--- src/rtl/seg_scan_pkg.sv ---
// Shared types and constants for the seg_scan_driver block: converter FSM encoding,
// the largest displayable value for a digit count, and nibble/anode constants.
package seg_scan_pkg;

  typedef enum logic [1:0] {
    ST_IDLE  = 2'd0,
    ST_SHIFT = 2'd1,
    ST_DONE  = 2'd2
  } conv_state_e;

  localparam int         BCD_W     = 4;
  localparam logic [7:0] ANODE_OFF = 8'hFF;

  // 10^digits - 1; 64-bit so that eight digits never overflow the arithmetic.
  function automatic longint unsigned max_value(input int digits);
    longint unsigned p;
    p = 64'd1;
    for (int i = 0; i < digits; i++) begin
      p = p * 64'd10;
    end
    return p - 64'd1;
  endfunction

  // Double-dabble correction applied to a BCD nibble before each left shift.
  function automatic logic [BCD_W-1:0] add3(input logic [BCD_W-1:0] n);
    return (n >= 4'd5) ? n + 4'd3 : n;
  endfunction

endpackage

--- src/rtl/seg_scan_driver_bin2bcd.sv ---
// bin2bcd_seq: sequential double-dabble converter. LOAD captures VALUE (clamped to
// the display maximum), BIN_W shift/add-3 cycles follow, then a one-cycle DONE.
module bin2bcd_seq
  import seg_scan_pkg::*;
#(
  parameter int DIGITS = 4,
  parameter int BIN_W  = 14
) (
  input  logic                      i_clk,
  input  logic                      i_rst,
  input  logic                      i_load,
  input  logic [BIN_W-1:0]          i_value,
  output logic                      o_busy,
  output logic                      o_ovf,
  output logic [DIGITS*BCD_W-1:0]   o_bcd,
  output logic                      o_done
);

  localparam int              BCD_TOT = DIGITS * BCD_W;
  localparam int              CNT_W   = $clog2(BIN_W + 1);
  localparam longint unsigned MAX_L   = max_value(DIGITS);

  conv_state_e          r_state;
  conv_state_e          w_state_nxt;
  logic [BIN_W-1:0]     r_bin;
  logic [BCD_TOT-1:0]   r_bcd;
  logic [CNT_W-1:0]     r_cnt;
  logic                 r_ovf_pend;
  logic                 r_ovf;

  logic                 w_take;
  logic                 w_over;
  logic [BIN_W-1:0]     w_cap;
  logic [BCD_TOT-1:0]   w_adj;
  logic [BCD_TOT-1:0]   w_bcd_shift;

  always_comb begin
    w_over = (64'(i_value) > MAX_L);
    w_cap  = w_over ? BIN_W'(MAX_L) : i_value;
  end

  always_comb begin
    w_adj = '0;
    for (int i = 0; i < DIGITS; i++) begin
      w_adj[i*BCD_W +: BCD_W] = add3(r_bcd[i*BCD_W +: BCD_W]);
    end
    w_bcd_shift = {w_adj[BCD_TOT-2:0], r_bin[BIN_W-1]};
  end

  always_ff @(posedge i_clk or posedge i_rst) begin
    if (i_rst) begin
      r_state <= ST_IDLE;
    end else begin
      r_state <= w_state_nxt;
    end
  end

  always_comb begin
    w_state_nxt = r_state;
    w_take      = 1'b0;
    o_busy      = 1'b0;
    o_done      = 1'b0;
    case (r_state)
      ST_IDLE: begin
        if (i_load) begin
          w_take      = 1'b1;
          w_state_nxt = ST_SHIFT;
        end
      end
      ST_SHIFT: begin
        o_busy = 1'b1;
        if (r_cnt == CNT_W'(BIN_W - 1)) begin
          w_state_nxt = ST_DONE;
        end
      end
      ST_DONE: begin
        o_busy      = 1'b1;
        o_done      = 1'b1;
        w_state_nxt = ST_IDLE;
      end
      default: w_state_nxt = ST_IDLE;
    endcase
  end

  // Datapath: capture on accepted LOAD, then one shift per SHIFT cycle.
  always_ff @(posedge i_clk) begin
    if (w_take) begin
      r_bin      <= w_cap;
      r_bcd      <= '0;
      r_cnt      <= '0;
      r_ovf_pend <= w_over;
    end else if (r_state == ST_SHIFT) begin
      r_bin <= r_bin << 1;
      r_bcd <= w_bcd_shift;
      r_cnt <= r_cnt + CNT_W'(1);
    end
  end

  always_ff @(posedge i_clk or posedge i_rst) begin
    if (i_rst) begin
      r_ovf <= 1'b0;
    end else if (r_state == ST_DONE) begin
      r_ovf <= r_ovf_pend;
    end
  end

  assign o_ovf = r_ovf;
  assign o_bcd = r_bcd;

endmodule

--- src/rtl/seg_scan_driver.sv ---
// seg_scan_driver: binary value -> BCD display register -> multiplexed digit scan.
// Optional LEADING_ZERO_BLANK_EN darkens digits above the most significant non-zero one.
module seg_scan_driver
  import seg_scan_pkg::*;
#(
  parameter int DIGITS      = 4,
  parameter int BIN_W       = 14,
  parameter int REFRESH_DIV = 50000
) (
  input  logic               i_clk,
  input  logic               i_rst,
  input  logic               i_load,
  input  logic [BIN_W-1:0]   i_value,
  output logic               o_busy,
  output logic               o_ovf,
  output logic [3:0]         o_digit,
  output logic [DIGITS-1:0]  o_anode
);

  localparam int BCD_TOT = DIGITS * BCD_W;
  localparam int PRE_W   = $clog2(REFRESH_DIV);
  localparam int IDX_W   = (DIGITS > 1) ? $clog2(DIGITS) : 1;

  logic [BCD_TOT-1:0]  w_bcd;
  logic                w_done;
  logic [BCD_TOT-1:0]  r_disp;
  logic [PRE_W-1:0]    r_pre;
  logic [IDX_W-1:0]    r_idx;
  logic [3:0]          r_digit;
  logic [DIGITS-1:0]   r_anode;

  logic [BCD_W-1:0]    w_cur_digit;
  logic [DIGITS-1:0]   w_sel;
  logic [DIGITS-1:0]   w_blank;
  logic [DIGITS-1:0]   w_anode_nxt;

  bin2bcd_seq #(
    .DIGITS (DIGITS),
    .BIN_W  (BIN_W)
  ) u_conv (
    .i_clk   (i_clk),
    .i_rst   (i_rst),
    .i_load  (i_load),
    .i_value (i_value),
    .o_busy  (o_busy),
    .o_ovf   (o_ovf),
    .o_bcd   (w_bcd),
    .o_done  (w_done)
  );

  // Whole display replaced in one edge so the scan never mixes old and new digits.
  always_ff @(posedge i_clk or posedge i_rst) begin
    if (i_rst) begin
      r_disp <= '0;
    end else if (w_done) begin
      r_disp <= w_bcd;
    end
  end

  always_ff @(posedge i_clk or posedge i_rst) begin
    if (i_rst) begin
      r_pre <= '0;
      r_idx <= '0;
    end else if (r_pre == PRE_W'(REFRESH_DIV - 1)) begin
      r_pre <= '0;
      r_idx <= (r_idx == IDX_W'(DIGITS - 1)) ? '0 : r_idx + IDX_W'(1);
    end else begin
      r_pre <= r_pre + PRE_W'(1);
    end
  end

  always_comb begin
    w_cur_digit = r_disp[r_idx*BCD_W +: BCD_W];
    w_sel       = DIGITS'(1) << r_idx;
  end

`ifdef LEADING_ZERO_BLANK_EN
  logic w_upper_zero;
  // Digit i is dark when it and every digit above it are zero; digit0 always lit.
  always_comb begin
    w_blank      = '0;
    w_upper_zero = 1'b1;
    for (int i = DIGITS - 1; i > 0; i--) begin
      w_upper_zero = w_upper_zero & (r_disp[i*BCD_W +: BCD_W] == '0);
      w_blank[i]   = w_upper_zero;
    end
  end
`else
  assign w_blank = '0;
`endif

  assign w_anode_nxt = ~(w_sel & ~w_blank);

  always_ff @(posedge i_clk or posedge i_rst) begin
    if (i_rst) begin
      r_digit <= '0;
      r_anode <= ANODE_OFF[DIGITS-1:0];
    end else begin
      r_digit <= w_cur_digit;
      r_anode <= w_anode_nxt;
    end
  end

  assign o_digit = r_digit;
  assign o_anode = r_anode;

endmodule
--- config.mk ---
export PLATFORM = sky130hd
export DESIGN_NAME = seg_scan_driver
export DESIGN_NICKNAME = d
export VERILOG_FILES = /design/src/rtl/seg_scan_pkg.sv /design/src/rtl/seg_scan_driver_bin2bcd.sv /design/src/rtl/seg_scan_driver.sv
export SDC_FILE = /design/constraint.sdc
export NUM_CORES = 1
export LEC_CHECK = 0
export CAP_MARGIN = 5
export CORE_UTILIZATION = 40
export CTS_CLUSTER_DIAMETER = 30
export DETAILED_ROUTE_END_ITERATION = 6
export SLEW_MARGIN = 20
export SYNTH_ARGS = -nofsm -noshare
export SYNTH_HDL_FRONTEND = slang
export SYNTH_SLANG_ARGS = --single-unit
--- constraint.sdc ---
create_clock -name i_clk -period 2.4 [get_ports i_clk]
set_input_delay 0.36 -clock i_clk [delete_from_list [all_inputs] [get_ports i_clk]]
set_output_delay 0.36 -clock i_clk [all_outputs]
set_load 0.05 [all_outputs]
### Yosys cells after proc, flatten, opt, wreduce, memory -nomap -nowiden

Index checks and enable logic that the tools add are counted.

| storage, ports and cells | value |
|---|---|
| flip-flop bits (word level) | 80 |
| input port bits | 17 |
| output and inout bits | 10 |
| word-level logic and storage cells | 53 |

| cells by class | value |
|---|---|
| add/sub/neg operators | 7 |
| magnitude comparators | 5 |
| equality and inequality tests | 7 |
| shifts and indexed selects | 2 |
| multiplexer cells | 16 |
| bitwise logic cells | 1 |
| reduce and logical (&&, ||, !) cells | 4 |

Operators with widths:

| kind | number |
|---|---|
| $mux W14 | 3 |
| $add A16 B1 Y16 const B | 1 |
| $eq A16 B16 Y1 const B | 1 |
| $ge A4 B3 Y1 const B | 4 |
| $mux W16 | 1 |
| $shiftx A16 B5 Y4 | 1 |
| $gt A14 B14 Y1 const B | 1 |
| $add A4 B2 Y4 const B | 3 |
| $mux W4 | 3 |
| $mux W2 | 3 |
| $add A4 B1 Y4 const B | 1 |
| $eq A2 B2 Y1 const B | 2 |
| $eq A4 B4 Y1 const B | 1 |
| $mux W1 | 4 |
| $not A4 Y4 | 1 |
| $pmux W2 S2 | 1 |
| $shl A1 B2 Y4 const A | 1 |
| $add A3 B2 Y3 const B | 1 |
| $mux W3 | 1 |
| $add A2 B1 Y2 const B | 1 |
| $eq A2 B1 Y1 const B | 1 |
| $logic_not A2 Y1 | 1 |
| $ne A2 B1 Y1 const B | 1 |
| $ne A2 B2 Y1 const B | 1 |
| 3 further kinds | 3 |

### Longest topological paths before layout

Gate-level depths: netlist of run 1.

| logic depth | value |
|---|---|
| depth after elaboration | 3 |
| depth in mapped cells | 8 |
| gate-level depth less buffers | 6 |

### By module

Synthesis of run 1 repeated with hierarchy kept, for this count alone.

| second synthesis, totals | value |
|---|---|
| cell total of the unflattened synthesis | 361 |
| area, all modules | 3901.2 sq um |

By module, submodules not included:

| module | times used | cells an instance | area an instance (sq um) | seq. area each (sq um) |
|---|---|---|---|---|
| bin2bcd_seq | 1 | 226 | 2119.5 | 925.9 |
| seg_scan_driver | 1 | 135 | 1781.7 | 1056.0 |

### Least setup slack after synthesis of run 1

No wires, ideal clock.

| timing path | value |
|---|---|
| path type | flip-flop to flip-flop |
| from | reg u_conv.r_state[1] |
| to | reg u_conv.r_bin[0], enable pin |
| library setup time | 371 ps |
| arrival | 1576 ps |
| data required time | 2029 ps |
| path slack | 453 ps |
| stages on the path, launching flop included | 6 |
| buffers on the path | 2 |
| period minus slack after synthesis | 1947 ps |
| cells stage by stage | dfrtp_1 > inv_1 > ha_1 > clkbuf_1 > clkbuf_1 > nand2b_1 |

| between the ends | value |
|---|---|
| cells in the longest elaborated chain, start to end | 3 |
| elaborated cells between the ends (all ways) | 4 |
| those cells by class | 1 x eq/ne; 1 x mux; 2 x reduce/logical |

Ends and longest elaborated chain:

| what | RTL line | text |
|---|---|---|
| start: declaration | seg_scan_driver_bin2bcd.sv:23 | `conv_state_e r_state;` |
| start signal: assignment | seg_scan_driver_bin2bcd.sv:54 | `r_state <= w_state_nxt;` |
| $logic_not A2 Y1 | seg_scan_driver_bin2bcd.sv:63 | `case (r_state)` |
| $mux W1 | seg_scan_driver_bin2bcd.sv:63 |  |
| $reduce_bool A2 Y1 (no source line) * | - |  |
| end signal: assignment | seg_scan_driver_bin2bcd.sv:88 | `r_bin <= w_cap;` |
| end signal: assignment | seg_scan_driver_bin2bcd.sv:93 | `r_bin <= r_bin << 1;` |
| end: declaration | seg_scan_driver_bin2bcd.sv:25 | `logic [BIN_W-1:0] r_bin;` |

Mark *: on every way between the ends. The rest lies on a longest branch, timed or not.
A chain may end at the register's enable or synchronous reset.

### Worst setup path in the final report of run 1

| timing path | value |
|---|---|
| from | reg u_conv.r_state[0] |
| to | out o_busy |

| between the ends | value |
|---|---|
| cells in the longest elaborated chain, start to end | 3 |
| elaborated cells between the ends (all ways) | 4 |
| those cells by class | 2 x eq/ne; 1 x mux; 1 x reduce/logical |

Ends and longest elaborated chain:

| what | RTL line | text |
|---|---|---|
| $eq A2 B2 Y1 or $eq A2 B1 Y1 (tied branches) | seg_scan_driver_bin2bcd.sv:63 |  |
| $reduce_or A2 Y1 (no source line) * | - |  |
| $mux W1 * | seg_scan_driver_bin2bcd.sv:63 |  |
| end: declaration | seg_scan_driver.sv:14 | `output logic o_busy,` |

Marks and branches as above.

==> results of run 1 <==
## stage by stage
step           hold WS, ns  setup slack [ns]
3_3_place_gp        0.4634            0.2180
4_1_cts             0.4052            0.1561
6_report            0.3966            0.1902
3_5_place_dp        0.4633            0.1580
2_1_floorplan       0.4390            0.4532
5_1_grt             0.4122            0.1045
## layer usage
metal | vias up | wire (µm) | global-route usage
met1 | 1216 | 3252 | 0.2060
met2 | 55 | 3117 | 0.2454
met5 | - | 0 | 0
met4 | 0 | 71 | 0.04822
met3 | 7 | 264 | 0.03830
li1 | 1228 | - | -
## synthesized netlist by cell type (2+ instances only)
cell type,number
a211oi_1,6
a21oi_1,14
a22o_1,4
buf_2,3
clkbuf_1,9
dfrtp_1,41
dfstp_2,4
dfxtp_1,20
edfxtp_1,15
ha_1,19
inv_1,20
inv_2,2
mux2_1,18
mux2_2,2
mux4_2,4
nand2_1,25
nand2b_1,5
nand3_1,12
nand4_1,4
nor2_1,27
nor2b_1,2
nor3b_1,3
nor4_1,2
nor4bb_1,2
o21a_1,2
o21ai_0,8
o21ai_1,12
o22a_1,5
o22ai_1,3
or3_1,6
xnor2_1,11
xor2_1,8
## state kept, by name, summed over array words and instances, names as in the netlist
| name | flops |
|---|---|
| r_disp | 16 |
| r_pre | 16 |
| u_conv.o_bcd | 16 |
| u_conv.r_bin | 14 |
| o_anode | 4 |
| o_digit | 4 |
| u_conv.r_cnt | 4 |
| r_idx | 2 |
| u_conv.r_state | 2 |
| u_conv.o_ovf | 1 |
| u_conv.r_ovf_pend | 1 |
## kinds of logic (layout without fill, tap and decap cells)
kind of cell	Yosys count	in the layout	synth area share
xor gates and xnor gates	19	19	0.04471
AOI/OAI and AO/OA	59	59	0.1012
muxes	25	25	0.08739
DFF	80	80	0.5324
buffers and inverters	36	72	0.04168
and+or+nand+nor	96	96	0.1287
adders and majority gates	19	19	0.06387
## power groups by stage
stage	Clock [µW]	Sequential [µW]	Combinational (µW)
final	1070	1940	1170
after global routing	1160	1970	1330
after CTS	1100	1940	1190
after detailed placement	0	1960	1180
after global placement	0	1960	1130
after floorplan	0	1910	891
## how the worst min path moves through the flow
stage / endpoint / slack, ns / from / cells past startpoint
after floorplan: u_conv.o_ovf / 0.44 / u_conv.r_ovf_pend / 1
after global placement: r_disp[13] / 0.46 / u_conv.o_bcd[13] / 1
after detailed placement: u_conv.o_ovf / 0.46 / u_conv.r_ovf_pend / 1
after CTS: u_conv.o_ovf / 0.41 / i_rst / 2
after global routing: u_conv.o_ovf / 0.41 / i_rst / 2
final: u_conv.o_ovf / 0.40 / i_rst / 2
## layout make-up
cell class	count	area, µm²	share of cell area
Sequential cell	80	1982	0.4567
Multi-Input combinational cell	218	1585	0.3653
Timing Repair Buffer	33	325.3	0.07497
Tap cell	108	135.1	0.03114
Clock buffer	11	131.4	0.03028
Inverter	23	98.84	0.02278
Clock inverter	5	81.33	0.01874
==> impl_metrics.ini, run 1 <==
[status]
status = finished with violations
violations = DRC

[floorplan]
floorplan.initialDensity = 0.4207
num_io_pins = 27
core-area_mm2 = 0.008848
die_w_um = 98.47
die_h_um = 98.47
num_rows = 34
dieArea_mm2 = 0.009695

[power_and_ir_drop]
combinationalPowerShare = 0.280
power_switching_uw = 1344
p_leak_uw = 0.001788
seqPwrFrac = 0.464
p_sw_frac = 0.3223
powerDensity_mw_per_mm2 = 960.8
clockPowerShare = 0.256
max-vdd-ir-drop_mv = 0.4578
finalPower_uw = 4169
internal_power_uw = 2826

[routing]
drt_pass1_iterations = 6
wl_per_cell_um = 14.03
drt_iter0_markers = 123
drtAntennaViolNets = 0
via_count = 2506
drc = 2
vias_per_cell = 5.243
drt-total-wl_um = 6705

[global_route]
grt_pass1_vias = 2382
overflow = 0
grt_use_total = 0.1533
grt_pass1_wl_um = 11560
antenna_found_initial = 0
grt_start_max_net_pins = 31

[worst_setup_path]
cp_top_family = buffers and inverters
cp.required_ns = 2.04
rr_startpoint = r_pre[0]
crit_buf_inv = 2
slowest_delay_ns = 0.79
cp.depth = 3
path_max_fanout = 4
crit_path_cell_trace = inv_1 > ha_1 > clkdlybuf4s50_1
arrival_ns = 1.85
start_kind = register
ff2ff_setup_slack_ns = 0.70
rr_worst_depth = 6
crit_slowest_cell = clkdlybuf4s50_1
endpoint_kind = primary output
rr_endpoint = r_pre[9]
worstSetupPathType = reg2out
crit_path_start = u_conv.r_state[0]
cp-endpoint = o_busy

[sta]
fin_worst_skew_ns = 0.008382
slew_headroom = 0.6276
tightest_slew_ns = 0.5577
timing.fmax_ghz = 0.4525
period_share = 0.9208
min_period_ns = 2.210
slew_violations = 0
setup_violations = 0
rsz0062_at_grt = false
finalHoldViolCount = 0
finalSetupTns_ns = 0

[cells_and_area]
fin_cells = 478
fillers = 829
final_common_cell = dfrtp_1
fin_util = 0.4904
syn2layout_area_growth_pct = 16.57
antenna_cells = 0
final_cell_mix = dfrtp_1 (41), nor2_1 (27), clkdlybuf4s50_1 (26), nand2_1 (25), dfxtp_1 (20)
drive_gt1_frac = 0.1054
layout.nets = 401
postLayoutCellArea_mm2 = 0.004339

[clock_network]
ctsResizeCount = 0
cts_root_buf = clkbuf_8
cts_max_path_buffers = 2
cts_hold_buf = 0
cts_num_sinks = 80
cts_made_buffers = 9
cts_max_level = 3
postCtsSetupBuffers = 0
cts_tree = built
clock_latency_ns = 0.34
clk_pin_slew_ns = 0.08

[placed_design]
placed_area_mm2 = 0.004126
dp_cells = 462
hpwlAfterDp_um = 4709
portBuffers = 26
place_congestion = 0.7568

[logic_synthesis]
postSynthCellCount = 334
synth_area_mm2 = 0.003722
synth.distinct_cells = 48
synth_seq_cells = 80
synth-main-ff-cell = dfrtp_1
syn_avg_cell_area_um2 = 11.14
synthTopCellsByArea = dfrtp_1 (28%), edfxtp_1 (12%), dfxtp_1 (11%)
syn_nets = 370
synth_top_area_frac = 0.2756
ys_seq_area_frac = 0.5324
synthArstFlopShare = 0.5625
synth_edf_count = 15
yosysWarnings = 0
post-synth-top-area-cell = dfrtp_1

[flow_run]
maxCapViolations = 0

[min_path]
hold_path_class = in2async
(Power assumes the default switching activity.)
==> run 2: changes to the inputs <==
SYNTH_HIERARCHICAL = 1   (was not set)
==> run 2 against run 1 <==
  * The run now ends clean
  * Cell count up 10%
  * Global-route usage up 0.68 points
  * Sequential cell count unchanged
  * Synthesized cell count up 8.1%
  * Maximum frequency down 1.1%
  * Sequential power up 9.8%
  * Via count up 8.2%
  * Register-to-register slack worse by 0.22 ns
  * Die area up 4.7%
  * Wire length up 5.8%
  * Clock power down 13%
  * Combinational power up 44%
  * Critical path type unchanged
  * Highest routed layer unchanged
==> impl_metrics.ini, run 2 <==
[cells_and_area]
layout.nets = 429
syn2layout_area_growth_pct = 15.68
antenna_cells = 0
drive_gt1_frac = 0.1633
final_cell_mix = dfrtp_1 (41), nor2_1 (36), nand2_1 (28), inv_1 (26), clkdlybuf4s50_1 (26)
fin_cells = 527
final_common_cell = dfrtp_1

[logic_synthesis]
synth_edf_count = 15
syn_nets = 397
ys_seq_area_frac = 0.5080
synth_area_mm2 = 0.003901
synth_common_cells = dfrtp_1 (41), nor2_1 (36), nand2_1 (28), inv_1 (26), dfxtp_1 (20)
synth.most_common_cell = dfrtp_1
synth_seq_cells = 80
synth-main-ff-cell = dfrtp_1
synthTopCellsByArea = dfrtp_1 (26%), edfxtp_1 (12%), dfxtp_1 (10%)
synth_top_area_frac = 0.2630
syn_avg_cell_area_um2 = 10.81
post-synth-top-area-cell = dfrtp_1
yosysWarnings = 6
postSynthCellCount = 361
synthArstFlopShare = 0.5625
synth.distinct_cells = 49

[routing]
via_count = 2711
drt_pass1_iterations = 4
drt_iter0_markers = 125
vias_per_cell = 5.144
drc = 0
drtAntennaViolNets = 0
drt-total-wl_um = 7093
wl_per_cell_um = 13.46

[status]
status = completed

[global_route]
grt_pass1_wl_um = 12610
grt_pass1_vias = 2673
grt_start_max_net_pins = 43
overflow = 0
antenna_found_initial = 0
grt_use_total = 0.1601

[sta]
timing.fmax_ghz = 0.4477
slew_headroom = 0.6439
fin_worst_skew_ns = 0.008254
setup_violations = 0
fin_worst_hold_slack_ns = 0.2100
min_period_ns = 2.234
slew_violations = 0
tightest_slew_ns = 0.5335
period_share = 0.9307
rsz0062_at_grt = false
finalSetupTns_ns = 0
finalHoldViolCount = 0

[clock_network]
cts_made_buffers = 9
ctsResizeCount = 0
clock_latency_ns = 0.35
cts_max_path_buffers = 2
clk_pin_slew_ns = 0.09
cts_hold_buf = 0
cts_tree = built
postCtsSetupBuffers = 0
cts_num_sinks = 80
cts_max_level = 3
cts_root_buf = clkbuf_8

[worst_setup_path]
arrival_ns = 1.87
endpoint_kind = primary output
start_kind = register
path_max_fanout = 3
worstSetupPathType = reg2out
cp.required_ns = 2.04

[floorplan]
die_h_um = 100.8
floorplan.initialDensity = 0.4182
dieArea_mm2 = 0.01015
num_rows = 35
die_w_um = 100.8
core-area_mm2 = 0.009328
num_io_pins = 27

[placed_design]
portBuffers = 26
hpwlAfterDp_um = 4964
place_congestion = 0.8063
dp_cells = 511

[flow_run]
maxCapViolations = 0

[min_path]
hold_path_class = in2async

[power_and_ir_drop]
powerDensity_mw_per_mm2 = 1050
p_leak_uw = 0.001920
max-vdd-ir-drop_mv = 0.3577
-- run 2: cells by family (layout without fill, tap and decap cells) --
| kind of cell | Yosys count | count (layout) | share of synthesized area |
|---|---|---|---|
| buf+inv | 42 | 79 | 0.04394 |
| fa+ha+maj | 19 | 19 | 0.06094 |
| compound gates | 61 | 61 | 0.1139 |
| flops | 80 | 80 | 0.5080 |
| simple gates | 117 | 117 | 0.1517 |
| mux | 25 | 25 | 0.08339 |
| xor+xnor | 17 | 17 | 0.03816 |
-- run 2: stage by stage --
step,setup WS (ns),util,area (µm²),total power [µW]
floorplan,0.5657,-,3901,3360
global placement,0.2868,0.4640,4328,3793
detailed placement,0.2394,0.4640,4328,3850
CTS,0.1314,0.4838,4513,4802
global route,0.08773,0.4838,4513,5112
finish,0.1664,0.4838,4513,4740
-- run 2: area by class of cell --
class	count	area (µm²)
fill	876	4815
sequential	80	1982
multi-input combinational	239	1748
timing repair buffer	36	335.3
tap	129	161.4
clock buffer	9	123.9
inverter	27	101.3
clock inverter	7	61.31
-- run 2: routing by layer --
metal / track usage / vias up / routed length, µm
met3: 0.02497 / 5 / 156
met1: 0.2175 / 1326 / 3512
met5: 0 / - / 0
met4: 0.07358 / 0 / 75
li1: - / 1341 / -
met2: 0.2524 / 39 / 3348
-- run 2: where the power goes --
| part | internal [µW] | switching (µW) |
|---|---|---|
| clock | 395 | 538 |
| combinational | 754 | 926 |
| sequential | 1830 | 301 |
-- run 2: path summary, 6_finish.rpt --
| kind | startpoint | end | slack [ns] | cells after the start |
|---|---|---|---|---|
| setup / recovery | u_conv/r_state[0] | o_busy | 0.17 | 3 |
| min in group i_clk | r_pre[0] | r_pre[0] | 0.49 | 1 |
| hold reg to reg | r_pre[0] | r_pre[0] | 0.49 | 1 |
| setup reg to reg | u_conv/r_state[1] | u_conv/r_bin[1] | 0.48 | 5 |
| hold / removal | i_rst | u_conv/o_ovf | 0.21 | 2 |
| max in group asynchronous | i_rst | o_anode[3] | 1.56 | 3 |
-- run 2: critical path, cell delays in order (launching register included) --
cell	delay, ns
dfrtp_1	0.38
inv_1	0.08
ha_1	0.28
clkdlybuf4s50_1	0.79
==> run 3: changes to the inputs <==
REMOVE_ABC_BUFFERS = 1   (was not set)
==> run 3 against run 2 <==
  * Clock power rose by 9%
  * Total power rose by 2.3%
  * Combinational power barely moved
  * Count of clock-buffer cells in the layout did not move
  * Cell count fell by 0.19%
  * Sequential share of layout area fell by 0.19 points
  * Sequential cell count did not move
  * Via count fell by 1.1%
  * Clock skew rose by 0.00084 ns
  * Core utilization rose by 0.21 points
  * First-iteration DRC count fell by 26%
==> impl_metrics.ini, run 3 (synthesis gave the netlist of run 2 again) <==
[clock_network]
ctsResizeCount = 0
cts_max_level = 3
cts_tree = built
cts_hold_buf = 0
cts_num_sinks = 80
cts_made_buffers = 9
clk_pin_slew_ns = 0.08
postCtsSetupBuffers = 0
cts_root_buf = clkbuf_8
clock_latency_ns = 0.35
cts_max_path_buffers = 2

[routing]
drtAntennaViolNets = 0
wl_per_cell_um = 13.56
drt_iter0_markers = 92
drc = 0
drt-total-wl_um = 7132
via_count = 2680
drt_pass1_iterations = 4
vias_per_cell = 5.095

[global_route]
overflow = 0
met1_usage = 0.2112
antenna_found_initial = 0
grt_use_total = 0.1551
gr-max-usage-layer = met2
use_met2 = 0.2424
grt_pass1_vias = 2635
grt_pass1_wl_um = 12350
use_met3 = 0.03398
grt_start_max_net_pins = 43

[sta]
fin_worst_skew_ns = 0.009091
fin_worst_hold_slack_ns = 0.2233
period_share = 0.9251
min_period_ns = 2.220
finalHoldViolCount = 0
setup_violations = 0
slew_headroom = 0.6499
rsz0062_at_grt = false
timing.fmax_ghz = 0.4504
finalSetupTns_ns = 0
tightest_slew_ns = 0.5251
slew_violations = 0

[floorplan]
floorplan.initialDensity = 0.4182
num_rows = 35
core-area_mm2 = 0.009328
num_io_pins = 27
die_h_um = 100.8
dieArea_mm2 = 0.01015
die_w_um = 100.8

[cells_and_area]
final-seq-area_mm2 = 0.001982
fin_util = 0.4860
drive_gt1_frac = 0.1612
syn2layout_area_growth_pct = 16.20
final_common_cell = dfrtp_1
fillers = 882
multi_input_area_mm2 = 0.001748
final_cell_mix = dfrtp_1 (41), nor2_1 (36), nand2_1 (28), inv_1 (26), clkdlybuf4s50_1 (26)
postLayoutCellArea_mm2 = 0.004533
layout.nets = 428
antenna_cells = 0

[status]
status = completed

[flow_run]
maxCapViolations = 0

[worst_setup_path]
slowest_delay_ns = 0.79
crit_path_cell_trace = inv_1 > ha_1 > clkdlybuf4s50_1
cp.required_ns = 2.04
worstSetupPathType = reg2out
path_max_fanout = 3
endpoint_kind = primary output
arrival_ns = 1.86
start_kind = register
crit_slowest_cell = clkdlybuf4s50_1

[placed_design]
placed_area_mm2 = 0.004333
portBuffers = 26
hpwlAfterDp_um = 4919
place_congestion = 0.7746

[power_and_ir_drop]
p_leak_uw = 0.001932
powerDensity_mw_per_mm2 = 1069
max-vdd-ir-drop_mv = 0.3645

[min_path]
hold_path_class = in2async
run 3: worst max-delay path, delay by kind of cell (launching register included):
kind | cells | cell delay (ns)
buffers and inverters | 2 | 0.87
DFF | 1 | 0.37
adders and majority gates | 1 | 0.27
run 3: path summary, 6_finish.rpt:
| path | startpoint | endpoint | slack [ns] | depth (start not counted) |
|---|---|---|---|---|
| worst max-delay path | u_conv/r_state[0] | o_busy | 0.18 | 3 |
| worst min-delay path | i_rst | u_conv/r_state[1] | 0.22 | 2 |
| worst max register to register | u_conv/r_state[1] | u_conv/o_bcd[13] | 0.49 | 5 |
| worst min register to register | u_conv/r_bin[13] | u_conv/o_bcd[0] | 0.49 | 2 |
| max in group asynchronous | i_rst | o_anode[0] | 1.53 | 3 |
| min in group i_clk | u_conv/r_bin[13] | u_conv/o_bcd[0] | 0.49 | 2 |
run 3: final cells by class:
| cell class | count | area share |
|---|---|---|
| multi-input combinational | 239 | 0.3856 |
| tap | 129 | 0.03561 |
| sequential | 80 | 0.4372 |
| timing repair buffer | 35 | 0.07508 |
| clock buffer | 9 | 0.02733 |
| clock inverter | 7 | 0.01684 |
| inverter | 27 | 0.02236 |
run 3: layer usage:
metal / wire length (µm) / up-vias
met5: 0 / -
met4: 103 / 0
met3: 271 / 8
met2: 3239 / 52
met1: 3519 / 1285
li1: - / 1335
run 3: where the power goes:
part / leakage (µW) / internal (µW) / switching, µW / total (µW)
Clock: 0.000102 / 493 / 523 / 1020
Combinational: 0.000919 / 767 / 938 / 1710
Sequential: 0.000912 / 1830 / 300 / 2130
run 3: through the flow:
step / std cells / total power [µW] / setup WS, ns
2_1_floorplan: 346 / 3325 / -0.003252
3_3_place_gp: 510 / 3797 / 0.2902
3_5_place_dp: 510 / 3866 / 0.2579
4_1_cts: 526 / 4902 / 0.1517
5_1_grt: 526 / 5199 / 0.08762
6_report: 526 / 4847 / 0.1798
